[src/rtl/Purple_Jade.sv]
// Shared Purple_Jade core parameters used across front-end and back-end blocks.
package Purple_Jade;

   localparam int WORD_SIZE_P               = 32;
   localparam int DECODED_INSTRUCTION_WIDTH = 2 * WORD_SIZE_P;

endpackage : Purple_Jade

[src/rtl/fe_be_queue_mem.sv]
// Storage for the front-end to back-end queue.
// 1-read 1-write register array: synchronous write, asynchronous read, no reset on contents.
module fe_be_queue_mem #(
   parameter int width_p = 8,
   parameter int els_p   = 32
) (
   input  logic                       clk_i,
   input  logic                       w_v_i,
   input  logic [$clog2(els_p)-1:0]   w_addr_i,
   input  logic [width_p-1:0]         w_data_i,
   input  logic [$clog2(els_p)-1:0]   r_addr_i,
   output logic [width_p-1:0]         r_data_o
);

   logic [width_p-1:0] mem_q [els_p];

   // Write port: capture the incoming entry at the write address.
   always_ff @(posedge clk_i) begin
      if (w_v_i) begin
         mem_q[w_addr_i] <= w_data_i;
      end
   end

   assign r_data_o = mem_q[r_addr_i];

endmodule : fe_be_queue_mem

[src/rtl/fe_be_queue.sv]
// Front-end to back-end decoded-instruction queue: circular buffer with
// read/write pointers and an occupancy counter; flush empties it in one cycle.
module fe_be_queue
   import Purple_Jade::*;
#(
   parameter int width_p = DECODED_INSTRUCTION_WIDTH,
   parameter int els_p   = 32
) (
   input  logic                       clk_i,
   input  logic                       reset_i,
   input  logic                       flush_i,
   input  logic                       v_i,
   input  logic [width_p-1:0]         data_i,
   output logic                       ready_o,
   output logic                       v_o,
   output logic [width_p-1:0]         data_o,
   input  logic                       yumi_i,
   output logic [$clog2(els_p):0]     count_o
);

   localparam int ptr_w_lp = $clog2(els_p);
   localparam int cnt_w_lp = ptr_w_lp + 1;
   localparam logic [cnt_w_lp-1:0] full_cnt_lp = cnt_w_lp'(els_p);

   logic [ptr_w_lp-1:0] rd_ptr_q, rd_ptr_d;
   logic [ptr_w_lp-1:0] wr_ptr_q, wr_ptr_d;
   logic [cnt_w_lp-1:0] count_q, count_d;
   logic                enq_s, deq_s;

   // Status depends only on stored occupancy, never on yumi_i.
   assign ready_o = (count_q != full_cnt_lp);
   assign v_o     = (count_q != {cnt_w_lp{1'b0}});
   assign count_o = count_q;

   assign enq_s = v_i & ready_o & ~flush_i;
   assign deq_s = yumi_i & v_o & ~flush_i;

   // Next-state pointers and occupancy; flush wins over any transfer.
   always_comb begin
      rd_ptr_d = rd_ptr_q;
      wr_ptr_d = wr_ptr_q;
      count_d  = count_q;
      if (flush_i) begin
         rd_ptr_d = {ptr_w_lp{1'b0}};
         wr_ptr_d = {ptr_w_lp{1'b0}};
         count_d  = {cnt_w_lp{1'b0}};
      end else begin
         if (enq_s) begin
            wr_ptr_d = wr_ptr_q + ptr_w_lp'(1);
         end else begin
            wr_ptr_d = wr_ptr_q;
         end
         if (deq_s) begin
            rd_ptr_d = rd_ptr_q + ptr_w_lp'(1);
         end else begin
            rd_ptr_d = rd_ptr_q;
         end
         case ({enq_s, deq_s})
            2'b10:   count_d = count_q + cnt_w_lp'(1);
            2'b01:   count_d = count_q - cnt_w_lp'(1);
            default: count_d = count_q;
         endcase
      end
   end

   // Pointer and occupancy registers, cleared immediately by reset.
   always_ff @(posedge clk_i or posedge reset_i) begin
      if (reset_i) begin
         rd_ptr_q <= {ptr_w_lp{1'b0}};
         wr_ptr_q <= {ptr_w_lp{1'b0}};
         count_q  <= {cnt_w_lp{1'b0}};
      end else begin
         rd_ptr_q <= rd_ptr_d;
         wr_ptr_q <= wr_ptr_d;
         count_q  <= count_d;
      end
   end

   fe_be_queue_mem #(
      .width_p (width_p),
      .els_p   (els_p)
   ) u_mem (
      .clk_i    (clk_i),
      .w_v_i    (enq_s),
      .w_addr_i (wr_ptr_q),
      .w_data_i (data_i),
      .r_addr_i (rd_ptr_q),
      .r_data_o (data_o)
   );

endmodule : fe_be_queue

[config.mk]
export PLATFORM = sky130hd
export DESIGN_NAME = fe_be_queue
export DESIGN_NICKNAME = d
export VERILOG_FILES = /design/src/rtl/Purple_Jade.sv /design/src/rtl/fe_be_queue_mem.sv /design/src/rtl/fe_be_queue.sv
export SDC_FILE = /design/constraint.sdc
export NUM_CORES = 2
export LEC_CHECK = 0
export CORE_UTILIZATION = 31
export CTS_CLUSTER_SIZE = 28
export DETAILED_ROUTE_END_ITERATION = 10
export HOLD_SLACK_MARGIN = 0.02
export PLACE_DENSITY_LB_ADDON = 0.08
export SYNTH_ARGS = -nofsm -noshare
export SYNTH_HDL_FRONTEND = slang
export SYNTH_HIERARCHICAL = 1
export SYNTH_SLANG_ARGS = --single-unit
[constraint.sdc]
create_clock -name clk_i -period 7.5 [get_ports clk_i]
set_input_delay 1.875 -clock clk_i [delete_from_list [all_inputs] [get_ports clk_i]]
set_output_delay 1.875 -clock clk_i [all_outputs]
set_load 0.03 [all_outputs]
==> results list <==
- Run status: complete, no violations
- Largest fanout on the critical path: between 40 and 50
* Number of top-level pins: 141
- Sw Share: 25.08%
- In the synthesized netlist the dominant register cell turns out to be edfxtp_1.
* Filler cell count in the final layout: about 23000
- The core region is ~0.25 mm².
- Slew Viols, Final: 0
- Total length of routed wires: around 220000 µm
* Number of hold-slack violations in the final timing report: 0
* R2R setup slack: between 3 and 4 ns
- Sequential elements use ~80% of the synthesized area.
- Clock Skews: 0.05616 ns
- Hold-fix buffer count after cts: 0
* Number of DRC violations after detailed routing: 0
- At the end of the flow the core is filled with cells to 36.73%.
- The HPWL after detailed placement is about 110000 µm.
- Number of global-route vias before repair: roughly 38000
- The first detailed-routing pass took 5 iterations.
- On the worst path, the slowest cell contributes a delay of 1.17 ns.
- Areal power density over the cells: a little over 300 mW/mm²
- Internal power component: roughly 21 mW
- Final Critical Period: roughly 6.5 ns
- The clock net in this run drives a total of 2064 sinks.
- Kind of path behind the tightest hold check: flip-flop to flip-flop
* Yosys warnings: 6
- Setup slack closes at 1.028 ns.
* Clk slew on worst S/H paths: 0.07 ns
* Post-Layout Inst Area: approximately 0.09 mm²
- Combinational cells account for ~17% of the total power.
- XOR/XNOR share of the synthesized area: less than 1%
- Setup violations remaining at the end of the flow were counted as 0.
- In the synthesized netlist the async set-or-reset flop fraction comes to less than 1%.
* Syn Nets: 3207
- The synthesized netlist contains 48 unique library cells.
* Critical Path AT: around 4.6 ns
- Share of the synthesized area in compound gates (AO/OA/AOI/OAI): less than 1%
- The floorplan step defined a die boundary enclosing around 0.26 mm².
- Largest family of logic cells by synthesized area: multiplexers
* Critical Path, Cell by Cell: buf_4 -> mux4_2 -> mux4_2 -> mux2_2 -> clkdlybuf4s50_1
- Worst slack, placed: 1.796 ns
- For this run, the number of standard cells in the final layout without fillers is ~7000.
* Growth of design area from synthesis to finish: 17.59%
- Static leakage: 27.48 nW
- Summing the areas of all fa, ha and maj instances in the mapped netlist gives less than 1% of the synthesized area.
- The first global-routing pass estimated between 300000 and 400000 µm of wire.
* EDFF count, synth: ~2000
* Clock insertion delay at the later pin of the skew report: around 0.88 ns
- The number of gates resized after CTS was 0.
- Netlist area before placement: about 0.08 mm²
- The largest individual stage delay along the critical path comes from the cell dfrtp_4.
- Summed over all nets, the switching power comes to approximately 7.2 mW.
* Effective utilization at floorplan: 31.23%
* Unrepaired setup endpoints after global routing: false
- Across the VDD grid, the largest voltage drop is approximately 0.00024 V.
- Measured along the y axis, the die boundary spans 505.8 µm.
- FMAX: ~0.15 GHz
- On the final layout, the worst hold slack is slightly below 0.6 ns.
* Clock tree root driver cell: clkbuf_16
* Most common cell on crit path: mux4_2
- STA classifies the critical path startpoint as a flip-flop.
* Power, Total: 28.60 mW
- In this run the horizontal extent of the chip is around 510 µm.
- Routed vias/inst: roughly 5.1
- In this run the remaining antenna-violating nets after routing total 0.
* Buffers from clock root to sink, at most: 3
- Post-CTS Setup Bufs: 0
* Average cell area after synthesis: ~25 µm²
* Layout cells sized above 1: 31.95%
- Worst slew pin tran: approximately 1.2 ns
- Total global routing overflow: 0
- Largest net degree at the start of global routing: approximately 100
* Critical path endpoint category: output pin
- Once placement completed, the tool counted placed cells totaling 6581.
* Post-route fraction of the period consumed by the critical path: around 86%
- Summing all multi-input logic gate instances after layout gives between 0.015 and 0.02 mm².
* Number of antenna violations at the first check in global routing: 17
- Multiplexer cells account for 18.89% of the synthesized area.
- Final GP Congestion: ~0.72
- # nets final: roughly 3500
* H-tree levels: 4
- TritonCTS built the clock tree.
- Worst relative slew slack: ~19%
* Clock share of power: between 30 and 40%
- Required arrival time at the worst endpoint: 5.62 ns
- Summing all placed instances gives a cell area of 0.08529 mm².
- Worst Setup Path Type: flip-flop to output pin
- For this block, the initial DRC count from the detailed router was 2916.
- For the final routed database, the setup TNS stands at 0 ns.
- Storage cell area: approximately 0.062 mm²
- Wire length per cell after detailed routing: between 30 and 40 µm
- Counting every instance in the synthesized netlist gives 3131.
- Input and output buffers added on the ports amount to between 100 and 150.
* Total of max-cap violations: 0
- Total number of vias: ~36000
- Register bit count reported by yosys: between 2000 and 2500
- Global routing consumed, over all layers together, ~17% of the routing resources.
- Sequential fraction of design power: 45.1%
* Num CTS Buffers: ~230
- Simple-Gate Fraction of Synth Area: less than 1%
- The floorplan has roughly 180 rows.
area by class of cell:
class / count / share of cell area [%]
Sequential cell: 2064 / 66.94
Multi-Input combinational cell: 904 / 17.56
Clock buffer: 264 / 6.268
Tap cell: 3348 / 4.529
Timing Repair Buffer: 260 / 3.165
Clock inverter: 149 / 1.522
Inverter: 5 / 0.02029
Antenna cell: 1 / 0.002705
per-layer routing:
metal	global-route usage (%)	vias to the layer above	share of wire (%)
met2	29.64	815	51
li1	-	14337	-
met5	0	-	0.043
met3	2.728	269	3.9
met1	23.20	20068	44
met4	3.702	14	1.7
registers in the layout, indices dropped and copies added (netlist names):
register,cells
rd_ptr_q,5
u_mem/mem_q,2048
wr_ptr_q,5
count_o,6
worst paths after layout:
check,start,endpoint,depth (start not counted)
setup / recovery,rd_ptr_q[2]$_DFFE_PP0P_,data_o[59],5
hold / removal,count_o[2]$_DFFE_PP0P_,count_o[2]$_DFFE_PP0P_,1
setup reg to reg,count_o[0]$_DFFE_PP0P_,u_mem/mem_q[2][51]$_DFFE_PP_,6
hold reg to reg,count_o[2]$_DFFE_PP0P_,count_o[2]$_DFFE_PP0P_,1
max in group asynchronous,reset_i,rd_ptr_q[0]$_DFFE_PP0P_,2
min in group asynchronous,reset_i,rd_ptr_q[4]$_DFFE_PP0P_,2
power groups by stage:
| stage | Combinational, mW | Clock [mW] | Sequential [mW] |
|---|---|---|---|
| 5_1_grt | 5.25 | 11.5 | 12.9 |
| 3_3_place_gp | 5.00 | 0 | 13.1 |
| 4_1_cts | 5.06 | 11.1 | 12.9 |
| 2_1_floorplan | 3.50 | 0 | 13.1 |
| 6_report | 4.91 | 10.8 | 12.9 |
| 3_5_place_dp | 5.04 | 0 | 13.1 |
cell usage after synthesis, drive strengths merged, types with 6 or more instances:
library cell	n	area share, %
a221oi	12	0.13
and2	6	0.051
buf	102	0.69
clkbuf	56	0.27
dfrtp	16	0.51
edfxtp	2048	78
ha	6	0.095
mux2	80	1.1
mux2i	40	0.51
mux4	602	17
nand2	11	0.052
nor2	59	0.28
nor2b	6	0.048
o21ai	10	0.064
o22ai	10	0.080
xor2	7	0.078
critical path, delay by kind of cell, from the launching register on:
family                 cells  cell delay, ns
muxes                      3            1.18
DFF                        1            1.17
buffers and inverters      2            1.29
placed cells by master (no fill, tap or decap), drive strengths merged, types with 10 or more instances in the layout:
cell type	instances
edfxtp	2048
mux2	80
o21ai	10
nor2	59
mux4	602
nand2	11
o22ai	10
a221oi	12
bufinv	18
buf	120
dfrtp	16
clkinv	120
clkbuf	264
inv	12
mux2i	40
clkdlybuf4s50	140
kinds of logic (layout without fill, tap and decap cells):
kind of cell | Yosys count | in the layout
compound gates | 64 | 64
xor+xnor | 10 | 10
fa+ha+maj | 7 | 7
buf+inv | 163 | 678
flops | 2064 | 2064
mux | 722 | 722
other cells | 0 | 1
simple gates | 101 | 101
(Power assumes the default switching activity.)
